--- config.mk ---
export PLATFORM = sky130hd
export DESIGN_NAME = blink_rate_ctrl
export DESIGN_NICKNAME = d
export VERILOG_FILES = /design/src/rtl/blink_rate_ctrl.sv
export SDC_FILE = /design/constraint.sdc
export NUM_CORES = 1
export LEC_CHECK = 0
export ABC_CLOCK_PERIOD_IN_PS = 7300
export BUFFER_PORTS_ARGS = -buffer_cell sky130_fd_sc_hd__buf_4
export CORE_MARGIN = 2
export CORE_UTILIZATION = 50
export DETAILED_ROUTE_END_ITERATION = 8
export PLACE_DENSITY = 0.69
export SLEW_MARGIN = 10
export SYNTH_ARGS = -nofsm -noshare
export SYNTH_HDL_FRONTEND = slang
export SYNTH_SLANG_ARGS = --single-unit
--- constraint.sdc ---
create_clock -name clk -period 7.3 [get_ports clk]
set_clock_uncertainty 0.15 [all_clocks]
set_input_delay 0.73 -clock clk [delete_from_list [all_inputs] [get_ports clk]]
set_output_delay 0.73 -clock clk [all_outputs]
set_load 0.05 [all_outputs]
--- src/rtl/blink_rate_ctrl.sv ---
// Pushbutton front end for the LED blinker: synchronise, debounce, and turn
// short/long presses into a rate index plus the matching half-period reload.
module blink_rate_ctrl #(
    parameter int unsigned CLK_HZ            = 50_000_000,
    parameter int unsigned DEBOUNCE_CYCLES   = 1_000_000,
    parameter int unsigned LONG_PRESS_CYCLES = 50_000_000,
    parameter int unsigned SYNC_STAGES       = 2
) (
    input  logic        clk,
    input  logic        rst,
    input  logic        btn_in,
    output logic        btn_level,
    output logic [1:0]  rate_sel,
    output logic [25:0] half_period,
    output logic        rate_changed
);

    localparam int unsigned DB_W   = $clog2(DEBOUNCE_CYCLES + 1);
    localparam int unsigned HOLD_W = $clog2(LONG_PRESS_CYCLES + 1);

    localparam logic [DB_W-1:0]   DB_LAST  = DB_W'(DEBOUNCE_CYCLES - 1);
    localparam logic [HOLD_W-1:0] HOLD_MAX = HOLD_W'(LONG_PRESS_CYCLES - 1);

    localparam logic [25:0] HP_0 = 26'(CLK_HZ);
    localparam logic [25:0] HP_1 = 26'(CLK_HZ / 2);
    localparam logic [25:0] HP_2 = 26'(CLK_HZ / 4);
    localparam logic [25:0] HP_3 = 26'(CLK_HZ / 10);

    typedef enum logic [1:0] {
        IDLE    = 2'd0,
        PRESSED = 2'd1,
        HELD    = 2'd2
    } state_t;

    logic [SYNC_STAGES-1:0] sync;
    logic                   btn_s;
    logic [DB_W-1:0]        db_cnt;
    logic [HOLD_W-1:0]      hold_cnt;
    logic [HOLD_W-1:0]      hold_nxt;
    state_t                 state;
    state_t                 state_nxt;
    logic [1:0]             rate_nxt;
    logic                   changed_nxt;

    function automatic logic [25:0] hp_of(input logic [1:0] r);
        case (r)
            2'd0:    hp_of = HP_0;
            2'd1:    hp_of = HP_1;
            2'd2:    hp_of = HP_2;
            default: hp_of = HP_3;
        endcase
    endfunction

    always_ff @(posedge clk) begin
        if (rst) begin
            sync <= '0;
        end else begin
            sync <= {sync[SYNC_STAGES-2:0], btn_in};
        end
    end

    assign btn_s = sync[SYNC_STAGES-1];

    // Level only follows btn_s after DEBOUNCE_CYCLES consecutive differing samples.
    always_ff @(posedge clk) begin
        if (rst) begin
            btn_level <= 1'b0;
            db_cnt    <= '0;
        end else if (btn_s == btn_level) begin
            db_cnt <= '0;
        end else if (db_cnt == DB_LAST) begin
            btn_level <= btn_s;
            db_cnt    <= '0;
        end else begin
            db_cnt <= db_cnt + 1'b1;
        end
    end

    always_comb begin
        state_nxt   = state;
        hold_nxt    = hold_cnt;
        rate_nxt    = rate_sel;
        changed_nxt = 1'b0;
        case (state)
            IDLE: begin
                if (btn_level) begin
                    state_nxt = PRESSED;
                    hold_nxt  = '0;
                end
            end
            PRESSED: begin
                if (btn_level) begin
                    if (hold_cnt != HOLD_MAX) begin
                        hold_nxt = hold_cnt + 1'b1;
                    end
                    // Long press fires on the increment that lands on the threshold.
                    if (hold_nxt == HOLD_MAX) begin
                        state_nxt   = HELD;
                        rate_nxt    = 2'd0;
                        changed_nxt = 1'b1;
                    end
                end else begin
                    state_nxt   = IDLE;
                    rate_nxt    = rate_sel + 2'd1;
                    changed_nxt = 1'b1;
                end
            end
            HELD: begin
                if (!btn_level) begin
                    state_nxt = IDLE;
                end
            end
            default: state_nxt = IDLE;
        endcase
    end

    always_ff @(posedge clk) begin
        if (rst) begin
            state        <= IDLE;
            hold_cnt     <= '0;
            rate_sel     <= 2'd0;
            half_period  <= HP_0;
            rate_changed <= 1'b0;
        end else begin
            state        <= state_nxt;
            hold_cnt     <= hold_nxt;
            rate_sel     <= rate_nxt;
            half_period  <= hp_of(rate_nxt);
            rate_changed <= changed_nxt;
        end
    end

endmodule

==> flow_metrics.env <==
export IMPL_final_common_cell="dfxtp_1"
export IMPL_start_util_pct=51.5
export IMPL_port_buffers=26
export IMPL_syn_area_um2=3500
export IMPL_ctsHtreeMaxLevel=3
export IMPL_slew_headroom_pct=45.6
export IMPL_fmax_ghz=0.302
export IMPL_timing_final_crit_share_pct=45.3
export IMPL_end_kind="flop"
export IMPL_power_density_nw_per_um2=186
export IMPL_synth_flop_cell="dfxtp_1"
export IMPL_ys_seq_area_share_pct=35.5
export IMPL_hp_class="flop to flop"
export IMPL_wl_met3_um=407
export IMPL_die_h_um=87.6
export IMPL_critPathArrivalTime_ns=3.36
export IMPL_path_class="flop to flop"
export IMPL_outcome="finished, final reports clean"
export IMPL_rsz0062_at_grt="false"
export IMPL_routed_via_count=3103
export IMPL_drv_slew=0
export IMPL_firstDrtPassIters=5
export IMPL_cts_clk_slew_worst_paths_ns=0.07
export IMPL_top_layer="met4"
export IMPL_ys_ff_latch=62
export IMPL_antenna_found_initial=0
export IMPL_routedWlPerCell_um=14.8
export IMPL_met2_length_mm=3.74
export IMPL_place_worst_setup_slack_ns=4.04
export IMPL_vias_per_cell=5.74
export IMPL_clockRootBuffer="clkbuf_8"
export IMPL_clockBufferDepth=2
export IMPL_synth_warnings=0
export IMPL_overflow=0
export IMPL_power_leakage_nw=1.26
export IMPL_min_period_ns=3.31
export IMPL_layout_cells_most_common_list="dfxtp_1, nor2_1, nand2_1"
export IMPL_nFillCells=624
export IMPL_drt_iter0_markers=205
export IMPL_hold_violations=0
export IMPL_grt_pass1_wl_mm=13.0
export IMPL_hpwl_mm=5.55
export IMPL_worstSetupStartpointType="flop"
export IMPL_met1_length_mm=3.75
export IMPL_layout_area_overhead_vs_synth_pct=8.83
export IMPL_rows=30
export IMPL_drc=0
export IMPL_fin_tns_setup_ns=0
export IMPL_r2r_cells=7
export IMPL_wirelength_mm=7.99
export IMPL_clock_latency_ns=0.34
export IMPL_final_antenna_net_count=0
export IMPL_critPathRequiredTime_ns=7.35
export IMPL_cts_resized=0
export IMPL_grt_usage_pct=21.4
export IMPL_grt_pass1_vias=2656
export IMPL_cts_buffers=9
export IMPL_n_antenna_cell=0
export IMPL_nets=445
export IMPL_die_w_um=87.6
export IMPL_syn_instance_count=442
export IMPL_seq_area_um2=1240
export IMPL_clock_sinks=62
export IMPL_synth_area_per_cell_um2=7.91
export IMPL_max_cap_violations=0
export IMPL_cts_setup_buffers=0
export IMPL_synth_cell_type_count=64
export IMPL_gp_congestion=0.963
export IMPL_io_pins=33
export IMPL_cts_tree="built"
export IMPL_path_max_fanout=10
export IMPL_layout_setup_ws_ns=3.99
export IMPL_synth_edf_count=0
export IMPL_multi_input_area_um2=2000
export IMPL_hold_depth=1
export IMPL_fp_coreArea_um2=6790
export IMPL_cts_hold_buf=0
export IMPL_finalSetupViolations=0
export IMPL_grt_max_degree=40
export IMPL_tightest_slew_ns=0.805
export IMPL_ir_drop_v=0.000112
export IMPL_async_reset_ff_share_pct=0
export IMPL_drive_gt1_share_pct=14.2
export IMPL_dieArea_um2=7680
[per-stage QoR]
stage,utilization (%),power (mW),cells,area (µm²),hold WS (ns)
after floorplan,-,0.394,446,3510,0.264
after global placement,53.0,0.400,525,3600,0.285
after detailed placement,53.0,0.400,525,3600,0.306
after CTS,56.0,0.716,541,3810,0.326
after global routing,56.0,0.733,541,3810,0.332
final,56.0,0.709,541,3810,0.320
[synthesized netlist by cell type (all sizes together) (2+ instances only)]
cell | instances | share of area (%)
inv | 5 | 0.54
nor4b | 7 | 1.8
o41ai | 2 | 0.93
a221oi | 2 | 0.68
or3 | 8 | 1.6
xnor2 | 15 | 4.0
conb | 2 | 0.21
a21boi | 2 | 0.43
dfxtp | 62 | 35
and3 | 11 | 2.0
a211oi | 6 | 1.4
mux2i | 2 | 0.57
o211ai | 2 | 0.43
o31ai | 4 | 0.86
nor4 | 7 | 1.6
a31oi | 4 | 0.72
or4 | 4 | 1.1
nand4 | 14 | 3.1
and4 | 2 | 0.50
mux2 | 2 | 0.64
nor3 | 15 | 2.1
nor2b | 4 | 0.72
o21a | 2 | 0.43
ha | 2 | 0.72
nand3 | 22 | 3.5
a21oi | 22 | 3.1
buf | 28 | 5.2
and2 | 2 | 0.36
nand2 | 51 | 5.5
o221ai | 2 | 0.50
xor2 | 8 | 2.0
o21ai | 17 | 2.4
clkbuf | 18 | 2.0
a21o | 2 | 0.43
nor2 | 56 | 6.0
nand2b | 3 | 0.54
o2111ai | 2 | 0.50
a22oi | 10 | 2.1
[final timing paths]
kind	from	end	slack (ns)
setup / recovery	hold_cnt[3]	half_period[9]	3.99
hold / removal	sync[0]	sync[1]	0.32
setup reg to reg	hold_cnt[3]	half_period[9]	3.99
hold reg to reg	sync[0]	sync[1]	0.32
[cells by family after synthesis]
logic type	Yosys count	share of synthesized area [%]
AO/OA/AOI/OAI	86	16.8
XOR/XNOR	23	5.97
adder cells (fa/ha/maj)	2	0.715
buffers and inverters	51	7.73
flip-flops	62	35.5
multiplexers	4	1.22
other	2	0.215
AND/OR/NAND/NOR	212	31.9
[area by class of cell]
cell class                      count  area share [%]
Timing Repair Buffer               29            5.72
Multi-Input combinational cell    333            52.6
Inverter                            5           0.493
Clock buffer                       11            3.98
Sequential cell                    62            32.6
Tap cell                           96            3.15
Clock inverter                      5            1.48
[report_power, final]
group / leakage (nW) / total [mW] / internal, mW / switching [mW]
Combinational: 0.656 / 0.0462 / 0.0120 / 0.0342
Sequential: 0.500 / 0.346 / 0.342 / 0.00401
Clock: 0.106 / 0.317 / 0.176 / 0.140
Total: 1.26 / 0.709 / 0.530 / 0.179
[sequential cells by signal, summed over array words and instances, names as in the netlist]
name and count:
db_cnt 20, rate_changed 1, half_period 9, hold_cnt 26, sync 2, state 2, btn_level 1, rate_sel 1
[critical path, cell delays in order, from the launching register on]
cell and delay [ns]:
dfxtp_1 0.60, nand3_4 0.22, or4_4 0.63, or3_1 0.37
a221oi_2 0.26, nor2_1 0.11, o41ai_2 0.65, a21boi_0 0.16
[metal layers]
metal / track usage [%] / up-vias
li1: - / 1557
met1: 29.0 / 1438
met2: 33.0 / 99
met3: 5.75 / 9
met4: 7.13 / 0
met5: 0 / -
Power figures use the tool's default switching activity.
